<file path="config.mk">
export PLATFORM = sky130hd
export DESIGN_NAME = video_out_ctrl
export DESIGN_NICKNAME = d
export VERILOG_FILES = /design/src/rtl/video_out_ctrl.sv
export SDC_FILE = /design/constraint.sdc
export NUM_CORES = 1
export LEC_CHECK = 0
export ABC_CLOCK_PERIOD_IN_PS = 5500
export CAP_MARGIN = 25
export CORE_MARGIN = 2
export CORE_UTILIZATION = 35
export DETAILED_ROUTE_END_ITERATION = 10
export PLACE_DENSITY = 0.66
export REMOVE_ABC_BUFFERS = 1
export SETUP_SLACK_MARGIN = 0.2
export SYNTH_ARGS = -nofsm -noshare
export SYNTH_HDL_FRONTEND = slang
export SYNTH_SLANG_ARGS = --single-unit
</file>
<file path="constraint.sdc">
create_clock -name video_clk -period 5.5 [get_ports video_clk]
set_input_delay 1.1 -clock video_clk [delete_from_list [all_inputs] [get_ports video_clk]]
set_output_delay 1.1 -clock video_clk [all_outputs]
set_load 0.05 [all_outputs]
</file>
<file path="src/rtl/video_out_ctrl.sv">
// ============================================================================
// Module   : video_out_ctrl
// Brief    : Raster timing and FIFO read engine on video_clk. It expands
//            RGB565 FIFO words to RGB888 for the TMDS encoder.
//            Optional colour-bar generator: define VIDEO_OUT_TEST_PATTERN_EN.
// Revision : 1.0 - initial release
// ============================================================================
`default_nettype none

module video_out_ctrl #(
  parameter int          H_DISP   = 1280,
  parameter int          H_FP     = 110,
  parameter int          H_SYNC   = 40,
  parameter int          H_BP     = 220,
  parameter int          V_DISP   = 720,
  parameter int          V_FP     = 5,
  parameter int          V_SYNC   = 5,
  parameter int          V_BP     = 20,
  parameter int          RD_LAT   = 2,
  parameter logic        HS_POL   = 1'b1,
  parameter logic        VS_POL   = 1'b1,
  parameter logic [23:0] UF_COLOR = 24'hFF00FF
) (
  input  logic        video_clk,
  input  logic        rst,
  input  logic        enable,
`ifdef VIDEO_OUT_TEST_PATTERN_EN
  input  logic        pattern_sel,
`endif
  output logic        fifo_rd_en,
  input  logic [15:0] pix_in,
  input  logic        pix_in_valid,
  output logic        frame_req,
  output logic        vid_hs,
  output logic        vid_vs,
  output logic        vid_de,
  output logic [23:0] vid_data,
  output logic        underflow,
  input  logic        underflow_clr
);

  localparam int H_TOTAL = H_DISP + H_FP + H_SYNC + H_BP;
  localparam int V_TOTAL = V_DISP + V_FP + V_SYNC + V_BP;
  localparam int HW      = $clog2(H_TOTAL);
  localparam int VW      = $clog2(V_TOTAL);

  localparam logic [HW-1:0] c_H_LAST   = HW'(H_TOTAL - 1);
  localparam logic [HW-1:0] c_H_DISP   = HW'(H_DISP);
  localparam logic [HW:0]   c_HS_START = (HW+1)'(H_DISP + H_FP);
  localparam logic [HW:0]   c_HS_END   = (HW+1)'(H_DISP + H_FP + H_SYNC);
  localparam logic [VW-1:0] c_V_LAST   = VW'(V_TOTAL - 1);
  localparam logic [VW-1:0] c_V_DISP   = VW'(V_DISP);
  localparam logic [VW-1:0] c_V_PRE_BL = VW'(V_DISP - 1);
  localparam logic [VW:0]   c_VS_START = (VW+1)'(V_DISP + V_FP);
  localparam logic [VW:0]   c_VS_END   = (VW+1)'(V_DISP + V_FP + V_SYNC);

  typedef enum logic [0:0] {ST_IDLE = 1'b0, ST_RUN = 1'b1} state_t;

  state_t          r_state;
  state_t          w_state_nxt;
  logic [HW-1:0]   r_h_cnt;
  logic [VW-1:0]   r_v_cnt;
  logic            r_frame_req;
  logic            w_run;
  logic            w_h_last;
  logic            w_frame_last;
  logic            w_fr_set;
  logic            w_de_raw;
  logic            w_hs_raw;
  logic            w_vs_raw;
  logic [2:0]      r_dly [RD_LAT];
  logic            w_d_de;
  logic            w_d_hs;
  logic            w_d_vs;
  logic [23:0]     w_rgb;
  logic [23:0]     w_data_nxt;
  logic            w_uf;

  assign w_run        = (r_state == ST_RUN);
  assign w_h_last     = (r_h_cnt == c_H_LAST);
  assign w_frame_last = w_h_last && (r_v_cnt == c_V_LAST);

  always_ff @(posedge video_clk or posedge rst) begin
    if (rst) r_state <= ST_IDLE;
    else     r_state <= w_state_nxt;
  end

  // Leaving RUN is only allowed on the last frame cycle so a frame is never cut short.
  always_comb begin
    w_state_nxt = r_state;
    w_fr_set    = 1'b0;
    case (r_state)
      ST_IDLE: begin
        if (enable) begin
          w_state_nxt = ST_RUN;
          w_fr_set    = 1'b1;
        end
      end
      ST_RUN: begin
        if (w_frame_last && !enable) w_state_nxt = ST_IDLE;
        // Registered one cycle early so the pulse lands on (h=0, v=V_DISP).
        if (w_h_last && (r_v_cnt == c_V_PRE_BL)) w_fr_set = 1'b1;
      end
      default: w_state_nxt = ST_IDLE;
    endcase
  end

  always_ff @(posedge video_clk or posedge rst) begin
    if (rst) begin
      r_h_cnt     <= '0;
      r_v_cnt     <= '0;
      r_frame_req <= 1'b0;
    end else begin
      r_frame_req <= w_fr_set;
      if (!w_run) begin
        r_h_cnt <= '0;
        r_v_cnt <= '0;
      end else if (w_h_last) begin
        r_h_cnt <= '0;
        r_v_cnt <= (r_v_cnt == c_V_LAST) ? '0 : r_v_cnt + 1'b1;
      end else begin
        r_h_cnt <= r_h_cnt + 1'b1;
      end
    end
  end

  assign frame_req  = r_frame_req;
  assign w_de_raw   = w_run && (r_h_cnt < c_H_DISP) && (r_v_cnt < c_V_DISP);
  assign w_hs_raw   = w_run && ({1'b0, r_h_cnt} >= c_HS_START) && ({1'b0, r_h_cnt} < c_HS_END);
  assign w_vs_raw   = w_run && ({1'b0, r_v_cnt} >= c_VS_START) && ({1'b0, r_v_cnt} < c_VS_END);
  assign fifo_rd_en = w_de_raw;

  // Timing is delayed by the FIFO read latency so delayed de meets pix_in_valid.
  always_ff @(posedge video_clk or posedge rst) begin
    if (rst) begin
      for (int i = 0; i < RD_LAT; i++) r_dly[i] <= 3'b000;
    end else begin
      r_dly[0] <= {w_de_raw, w_hs_raw, w_vs_raw};
      for (int i = 1; i < RD_LAT; i++) r_dly[i] <= r_dly[i-1];
    end
  end

  assign w_d_de = r_dly[RD_LAT-1][2];
  assign w_d_hs = r_dly[RD_LAT-1][1];
  assign w_d_vs = r_dly[RD_LAT-1][0];

  assign w_rgb = {pix_in[15:11], pix_in[15:13],
                  pix_in[10:5],  pix_in[10:9],
                  pix_in[4:0],   pix_in[4:2]};

`ifdef VIDEO_OUT_TEST_PATTERN_EN
  localparam int c_BAR_W = (H_DISP >= 8) ? (H_DISP / 8) : 1;

  logic [HW-1:0] r_bar_x;
  logic [31:0]   w_bar_q;
  logic [2:0]    w_bar_idx;
  logic [23:0]   w_bar_rgb;

  always_ff @(posedge video_clk or posedge rst) begin
    if (rst)          r_bar_x <= '0;
    else if (!w_d_de) r_bar_x <= '0;
    else              r_bar_x <= r_bar_x + 1'b1;
  end

  assign w_bar_q   = 32'(r_bar_x) / c_BAR_W;
  assign w_bar_idx = (w_bar_q > 32'd7) ? 3'd7 : w_bar_q[2:0];

  always_comb begin
    w_bar_rgb = 24'h000000;
    case (w_bar_idx)
      3'd0: w_bar_rgb = 24'hFFFFFF;
      3'd1: w_bar_rgb = 24'hFFFF00;
      3'd2: w_bar_rgb = 24'h00FFFF;
      3'd3: w_bar_rgb = 24'h00FF00;
      3'd4: w_bar_rgb = 24'hFF00FF;
      3'd5: w_bar_rgb = 24'hFF0000;
      3'd6: w_bar_rgb = 24'h0000FF;
      default: w_bar_rgb = 24'h000000;
    endcase
  end

  assign w_uf = w_d_de && !pix_in_valid && !pattern_sel;

  always_comb begin
    w_data_nxt = 24'h000000;
    if (w_d_de) begin
      if (pattern_sel)       w_data_nxt = w_bar_rgb;
      else if (pix_in_valid) w_data_nxt = w_rgb;
      else                   w_data_nxt = UF_COLOR;
    end
  end
`else
  assign w_uf = w_d_de && !pix_in_valid;

  always_comb begin
    w_data_nxt = 24'h000000;
    if (w_d_de) w_data_nxt = pix_in_valid ? w_rgb : UF_COLOR;
  end
`endif

  always_ff @(posedge video_clk or posedge rst) begin
    if (rst) begin
      vid_de    <= 1'b0;
      vid_hs    <= ~HS_POL;
      vid_vs    <= ~VS_POL;
      vid_data  <= 24'h000000;
      underflow <= 1'b0;
    end else begin
      vid_de   <= w_d_de;
      vid_hs   <= w_d_hs ? HS_POL : ~HS_POL;
      vid_vs   <= w_d_vs ? VS_POL : ~VS_POL;
      vid_data <= w_data_nxt;
      if (w_uf)               underflow <= 1'b1;
      else if (underflow_clr) underflow <= 1'b0;
    end
  end

endmodule

`default_nettype wire

</file>
==> summary.json, run 1 <==
{
  "outcome": {"value": "finished, final reports clean"},
  "power.share.sequential": {"value": 0.545},
  "crit_arrival": {"value": 2.15, "unit": "ns"},
  "route.vias.total": {"value": 1594},
  "die_w": {"value": 82.80, "unit": "µm"},
  "power.internal": {"value": 501.0, "unit": "µW"},
  "p_leak": {"value": 0.001246, "unit": "µW"},
  "yosys_most_used_dff": {"value": "dfrtp_1"},
  "finClkSkew": {"value": 0.01052, "unit": "ns"},
  "yosysTopAreaCellShare": {"value": 0.5642},
  "hold_violations": {"value": 0},
  "numClockSinks": {"value": 49},
  "vias_per_cell": {"value": 4.860},
  "sequential_area_share_after_synthesis": {"value": 0.5642},
  "grt_setup_unrepaired": {"value": "no"},
  "setup_violations": {"value": 0},
  "globalRouteOverflowTotal": {"value": 0},
  "worstPathMaxFanout": {"value": 9},
  "detailed_route_wirelength_on_metal3": {"value": 240, "unit": "µm"},
  "area.growth.synth_to_final": {"value": 28.96, "unit": "%"},
  "die_area": {"value": 6856, "unit": "µm²"},
  "cts_made_buffers": {"value": 5},
  "clockRootBuffer": {"value": "clkbuf_8"},
  "dpl.hpwl": {"value": 3.004, "unit": "mm"},
  "power.share.switching": {"value": 0.2597},
  "place.gp.congestion": {"value": 0.8008},
  "yosys-top-cells-count": {"value": "dfrtp_1, inv_1, a21oi_1, nor2_1, nand3_1"},
  "synth_cells": {"value": 208},
  "htree_levels": {"value": 2},
  "route.top_layer_used": {"value": "met4"},
  "timing.setup.critical_path_class": {"value": "reg2out"},
  "drt-wirelength-per-cell": {"value": 12.93, "unit": "µm"},
  "row_count": {"value": 28},
  "final_nets": {"value": 278},
  "fillCellCount": {"value": 565},
  "synthesized_area_divided_by_synthesized_cell_count": {"value": 10.45, "unit": "µm²"},
  "timing.setup.tns": {"value": 0, "unit": "ns"},
  "yosys.cell_types.count": {"value": 40},
  "fp.dieH": {"value": 82.80, "unit": "µm"},
  "postSynth.asyncResetShare": {"value": 1.000},
  "synth_seq_cells": {"value": 49},
  "capturing_element_type_of_the_critical_path": {"value": "output pin"},
  "first_iter_violations": {"value": 76},
  "timing.critical_path.required": {"value": 4.40, "unit": "ns"},
  "cap_violations": {"value": 0},
  "routed_wirelength": {"value": 4.242, "unit": "mm"},
  "ctsLongestPathBuffers": {"value": 2},
  "drive_above_1_share": {"value": 0.05929},
  "grt_first_pass_wirelength": {"value": 7.389, "unit": "mm"},
  "power.ir.vdd_worst": {"value": 0.1433, "unit": "mV"},
  "timing.max_slew.rel_slack": {"value": 0.5873},
  "synth_top_area_cell": {"value": "dfrtp_1"},
  "worst_slew_pin_slew": {"value": 0.6150, "unit": "ns"},
  "hp-class": {"value": "reg2reg"},
  "cts_setup_buffers": {"value": 0},
  "p_clk_frac": {"value": 0.331},
  "synth-warning-count": {"value": 0},
  "track_usage": {"value": 0.1320},
  "hold_depth": {"value": 0},
  "synthMostInstantiatedCell": {"value": "dfrtp_1"},
  "start_kind": {"value": "flop"},
  "route.antenna.remaining_nets": {"value": 0},
  "start_util": {"value": 0.3649},
  "cts-hold-fix-buffers": {"value": 0},
  "cellPowerDensity": {"value": 241.5, "unit": "nW/µm²"},
  "synth.cell_area": {"value": 2173, "unit": "µm²"},
  "tritoncts": {"value": "yes"},
  "clk-insertion-delay-late": {"value": 0.31, "unit": "ns"},
  "dr.pass1.iters": {"value": 4},
  "period_needed": {"value": 3.252, "unit": "ns"},
  "route.detailed.drc": {"value": 0},
  "diodes": {"value": 0},
  "finalCritPeriodShare": {"value": 0.5912},
  "synth_enable_flop_cells": {"value": 0},
  "timing.reg2reg.worst_path_depth": {"value": 4},
  "post_cts.resized_instances": {"value": 0},
  "clk_transition_reported_paths": {"value": 0.10, "unit": "ns"},
  "yosys-top-cells-area": {"value": "dfrtp_1, a21oi_1, inv_1"},
  "power.net_switching": {"value": 175.8, "unit": "µW"},
  "grt_start_max_net_pins": {"value": 50},
  "antenna_found_initial": {"value": 0},
  "met2WireLength": {"value": 1.760, "unit": "mm"},
  "timing.final.max_slew_violations": {"value": 0},
  "first_global_vias": {"value": 1531},
  "comb_power_share": {"value": 0.124},
  "num_io_pins": {"value": 51},
  "clock.fmax": {"value": 0.3076, "unit": "GHz"},
  "place.port_buffers": {"value": 50},
  "met1_wl": {"value": 2.182, "unit": "mm"},
  "p_total": {"value": 676.8, "unit": "µW"},
  "final_util": {"value": 0.4706},
  "fp.coreArea": {"value": 5956, "unit": "µm²"}
}
[power by group through the flow]
stage	Sequential, µW	Clock (µW)	Combinational, µW
after floorplan	410	0	10.7
after global placement	376	0	82.7
after detailed placement	376	0	83.1
after CTS	369	230	83.4
after global routing	370	244	88.6
final	369	224	84.0
[path summary, 6_finish.rpt]
kind	endpoint	start	slack (ns)
setup / recovery	fifo_rd_en	r_v_cnt[4]	2.25
hold / removal	vid_hs	r_dly[1]	0.35
setup reg to reg	r_state	r_h_cnt[3]	3.25
hold reg to reg	vid_hs	r_dly[1]	0.35
max in group asynchronous	vid_data[6]	rst	4.06
min in group asynchronous	r_v_cnt[8]	rst	0.99
[cells by family (layout without fill, tap and decap cells)]
family | after synthesis | in the layout | synth area share
buffers and inverters | 34 | 79 | 0.07369
AND/OR/NAND/NOR | 70 | 70 | 0.1819
multiplexers | 1 | 1 | 0.004606
AO/OA/AOI/OAI | 39 | 39 | 0.1065
XOR/XNOR | 10 | 10 | 0.04030
flip-flops | 49 | 49 | 0.5642
adder cells (fa/ha/maj) | 5 | 5 | 0.02879
[per-stage QoR]
stage	cells	hold slack (ns)	setup slack, ns	cell area [µm²]
5_1_grt	328	0.3628	2.162	2803
2_1_floorplan	193	0.3312	3.151	2085
4_1_cts	327	0.3521	2.242	2783
3_5_place_dp	319	0.3347	2.594	2686
6_report	328	0.3518	2.248	2803
3_3_place_gp	319	0.3323	2.610	2686
[flip-flops by register name, indices dropped and copies added (netlist names), 6 cells and up]
| signal | cells |
|---|---|
| r_dly | 6 |
| r_h_cnt | 11 |
| r_v_cnt | 10 |
| vid_data | 16 |
[per-layer routing]
| layer | vias to the layer above | GRT usage |
|---|---|---|
| li1 | 795 | - |
| met1 | 740 | 0.1900 |
| met2 | 53 | 0.1891 |
| met3 | 6 | 0.04374 |
| met4 | 0 | 0.04024 |
| met5 | - | 0 |
[placed cells by master, fill, tap and decap left out, drive strengths merged, types with 2 or more instances in the layout]
master         synthesis  final
clkdlybuf4s50          0     50
dfrtp                 49     49
inv                   19     19
a21oi                 17     17
nor2                  15     15
nand3                 12     12
and3                  11     11
nand2                  8      8
xor2                   7      7
o21ai                  7      7
clkbuf                 5      6
or3                    5      5
ha                     5      5
o31ai                  3      3
xnor2                  3      3
a31oi                  3      3
nand4b                 3      3
nand4                  3      3
nand2b                 2      2
nor3                   2      2
o22ai                  2      2
or4                    2      2
or4b                   2      2
and4                   2      2
a21o                   2      2
clkinv                 0      2
buf                   10      2
[final cells by class]
class / count / area, µm² / share of cell area
timing repair buffer: 52 / 528.0 / 0.1884
tap: 75 / 93.84 / 0.03348
multi-input combinational: 125 / 787.0 / 0.2808
clock buffer: 6 / 82.58 / 0.02946
inverter: 19 / 71.32 / 0.02545
sequential: 49 / 1226 / 0.4375
clock inverter: 2 / 13.76 / 0.004911
[critical path, stage by stage, from the launching register on]
cell and delay [ns]:
dfrtp_1 0.47, o211a_1 0.24, o21ai_0 0.12, and3_1 0.18, clkdlybuf4s50_1 0.82
Power figures use the tool's default switching activity.
==> inputs of run 2 (changes only) <==
--- a/config.mk
+++ b/config.mk
@@ -5,12 +5,12 @@
 export SDC_FILE = /design/constraint.sdc
 export NUM_CORES = 1
 export LEC_CHECK = 0
-export ABC_CLOCK_PERIOD_IN_PS = 5500
+export ABC_CLOCK_PERIOD_IN_PS = 2600
 export CAP_MARGIN = 25
 export CORE_MARGIN = 2
 export CORE_UTILIZATION = 35
 export DETAILED_ROUTE_END_ITERATION = 10
-export PLACE_DENSITY = 0.66
+export PLACE_DENSITY = 0.69
 export REMOVE_ABC_BUFFERS = 1
 export SETUP_SLACK_MARGIN = 0.2
 export SYNTH_ARGS = -nofsm -noshare
==> constraint.sdc (replaced) <==
create_clock -name video_clk -period 2.6 [get_ports video_clk]
set_input_delay 0.52 -clock video_clk [delete_from_list [all_inputs] [get_ports video_clk]]
set_output_delay 0.52 -clock video_clk [all_outputs]
set_load 0.05 [all_outputs]
==> run 2 against run 1 <==
  * First-iteration DRC count grew 34%
  * Highest routed layer unchanged
  * Power up 110%
  * Via count is 2.7% higher
  * Non-clock buffer count up 1
  * Register-to-register slack got worse by 2.8 ns
  * Worst setup slack got worse by 1.8 ns
  * Largest power group unchanged
  * Clock skew rose by 0.00059 ns
  * Cell count increased by 0.30%
  * Flip-flop and latch count stayed put
  * Critical path depth did not move
  * Worst hold slack worse by 0.0018 ns
==> summary.json, run 2 (synthesis gave the netlist of run 1 again) <==
{
  "first_global_vias": {"value": 1653},
  "hold_violations": {"value": 0},
  "cp_slowest_stage_delay": {"value": 0.58, "unit": "ns"},
  "timing.max_slew.rel_slack": {"value": 0.6015},
  "finalCritPeriodShare": {"value": 0.8425},
  "post_cts.resized_instances": {"value": 0},
  "clockRootBuffer": {"value": "clkbuf_8"},
  "vias_per_cell": {"value": 4.976},
  "cts_made_buffers": {"value": 5},
  "grt_first_pass_wirelength": {"value": 7.728, "unit": "mm"},
  "drt-wirelength-per-cell": {"value": 13.05, "unit": "µm"},
  "route.antenna.remaining_nets": {"value": 0},
  "place.gp.congestion": {"value": 0.8079},
  "drive_above_1_share": {"value": 0.06693},
  "fp.coreArea": {"value": 5956, "unit": "µm²"},
  "p_total": {"value": 1424, "unit": "µW"},
  "finClkSkew": {"value": 0.01111, "unit": "ns"},
  "worstSetupStartpoint": {"value": "r_h_cnt[3]"},
  "hold_path_startpoint": {"value": "r_dly[4]"},
  "setup_violations": {"value": 0},
  "crit_arrival": {"value": 2.42, "unit": "ns"},
  "layout_common_cells": {"value": "dfrtp_1, clkdlybuf4s50_1, inv_1"},
  "worst_slew_pin_slew": {"value": 0.5977, "unit": "ns"},
  "routed_wirelength": {"value": 4.294, "unit": "mm"},
  "p_leak": {"value": 0.001238, "unit": "µW"},
  "fillCellCount": {"value": 558},
  "hp-class": {"value": "reg2reg"},
  "cts_setup_buffers": {"value": 0},
  "dr.pass1.iters": {"value": 4},
  "diodes": {"value": 0},
  "grt_start_max_net_pins": {"value": 50},
  "timing.setup.critical_path_class": {"value": "reg2reg"},
  "clk-insertion-delay-late": {"value": 0.31, "unit": "ns"},
  "crit_buf_inv": {"value": 0},
  "worstPathMaxFanout": {"value": 10},
  "layout_top_registers": {"value": "vid_data x16, r_h_cnt x11, r_v_cnt x10"},
  "critical_path.cell_chain": {"value": "or4b_4, o31a_1, or4_1, a21oi_1"},
  "largest_register_ff_count": {"value": 16},
  "critPathTopFamily": {"value": "simple AND/OR/NAND/NOR gates"},
  "capturing_element_type_of_the_critical_path": {"value": "flop"},
  "timing.final.max_slew_violations": {"value": 0},
  "track_usage": {"value": 0.1359},
  "crit-reg2reg-launch": {"value": "r_h_cnt[3]"},
  "grt_setup_unrepaired": {"value": "no"},
  "worst_path_max_delay_cell": {"value": "or4b_4"},
  "clk_transition_reported_paths": {"value": 0.10, "unit": "ns"},
  "timing.critical_path.required": {"value": 2.83, "unit": "ns"},
  "timing.reg2reg.worst_path_depth": {"value": 4},
  "ctsLongestPathBuffers": {"value": 2},
  "period_needed": {"value": 2.191, "unit": "ns"},
  "first_iter_violations": {"value": 102},
  "globalRouteOverflowTotal": {"value": 0},
  "fin_ws": {"value": 0.4095, "unit": "ns"},
  "place.port_buffers": {"value": 50},
  "num_io_pins": {"value": 51},
  "die_w": {"value": 82.80, "unit": "µm"},
  "numClockSinks": {"value": 49},
  "place_ws": {"value": 0.4258, "unit": "ns"},
  "cts-hold-fix-buffers": {"value": 0},
  "dpl.hpwl": {"value": 3.082, "unit": "mm"},
  "cap_violations": {"value": 0},
  "timing.setup.tns": {"value": 0, "unit": "ns"},
  "start_kind": {"value": "flop"},
  "cellPowerDensity": {"value": 509.6, "unit": "nW/µm²"},
  "outcome": {"value": "finished, final reports clean"},
  "route.detailed.drc": {"value": 0},
  "final_nets": {"value": 279},
  "tritoncts": {"value": "yes"},
  "hold_depth": {"value": 0},
  "area.growth.synth_to_final": {"value": 28.56, "unit": "%"},
  "power.ir.vdd_worst": {"value": 0.2774, "unit": "mV"},
  "die_area": {"value": 6856, "unit": "µm²"},
  "path_depth": {"value": 4},
  "clock.fmax": {"value": 0.4565, "unit": "GHz"},
  "route.vias.total": {"value": 1637},
  "antenna_found_initial": {"value": 0},
  "finalHoldWorstSlack": {"value": 0.3500, "unit": "ns"},
  "start_util": {"value": 0.3649},
  "registers.top_by_ff_count": {"value": "vid_data"},
  "row_count": {"value": 28},
  "htree_levels": {"value": 2},
  "fp.dieH": {"value": 82.80, "unit": "µm"}
}
run 2: metal layers:
layer,track usage,vias up,part of all wire
li1,-,797,-
met1,0.1686,784,0.46
met5,0,-,0
met2,0.2243,50,0.46
met3,0.03777,6,0.052
met4,0.05365,0,0.019
run 2: cell type report:
type | count | area [µm²] | share of cell area
well taps | 75 | 93.84 | 0.03359
flip-flops and latches | 49 | 1226 | 0.4389
inverters | 19 | 71.32 | 0.02553
repair buffers | 53 | 520.5 | 0.1863
clock inverters | 3 | 26.28 | 0.009404
multi-input cells | 125 | 787.0 | 0.2817
clock buffers | 5 | 68.82 | 0.02463
run 2: worst register-to-register path, delay by kind of cell (launching register included):
family | cells | cell delay, ns
flip-flops | 1 | 0.45
AND/OR/NAND/NOR | 2 | 1.11
AO/OA/AOI/OAI | 2 | 0.55
run 2: metrics by stage:
stage	cell area, µm²	cells	util
2_1_floorplan	2085	193	-
3_3_place_gp	2699	321	0.4532
3_5_place_dp	2699	321	0.4532
4_1_cts	2794	329	0.4691
5_1_grt	2794	329	0.4691
6_report	2794	329	0.4691
run 2: power by group:
part | total, µW | switching [µW] | internal [µW]
logic | 175 | 108 | 66.9
registers | 780 | 5.40 | 775
clock network | 469 | 273 | 196
total | 1420 | 386 | 1040
run 2: final timing paths:
| check | end | slack [ns] |
|---|---|---|
| setup / recovery | r_v_cnt[8] | 0.41 |
| hold / removal | r_dly[1] | 0.35 |
| setup reg to reg | r_v_cnt[8] | 0.41 |
| hold reg to reg | r_dly[1] | 0.35 |
| max in group asynchronous | r_h_cnt[8] | 1.52 |
| min in group asynchronous | r_v_cnt[0] | 0.67 |
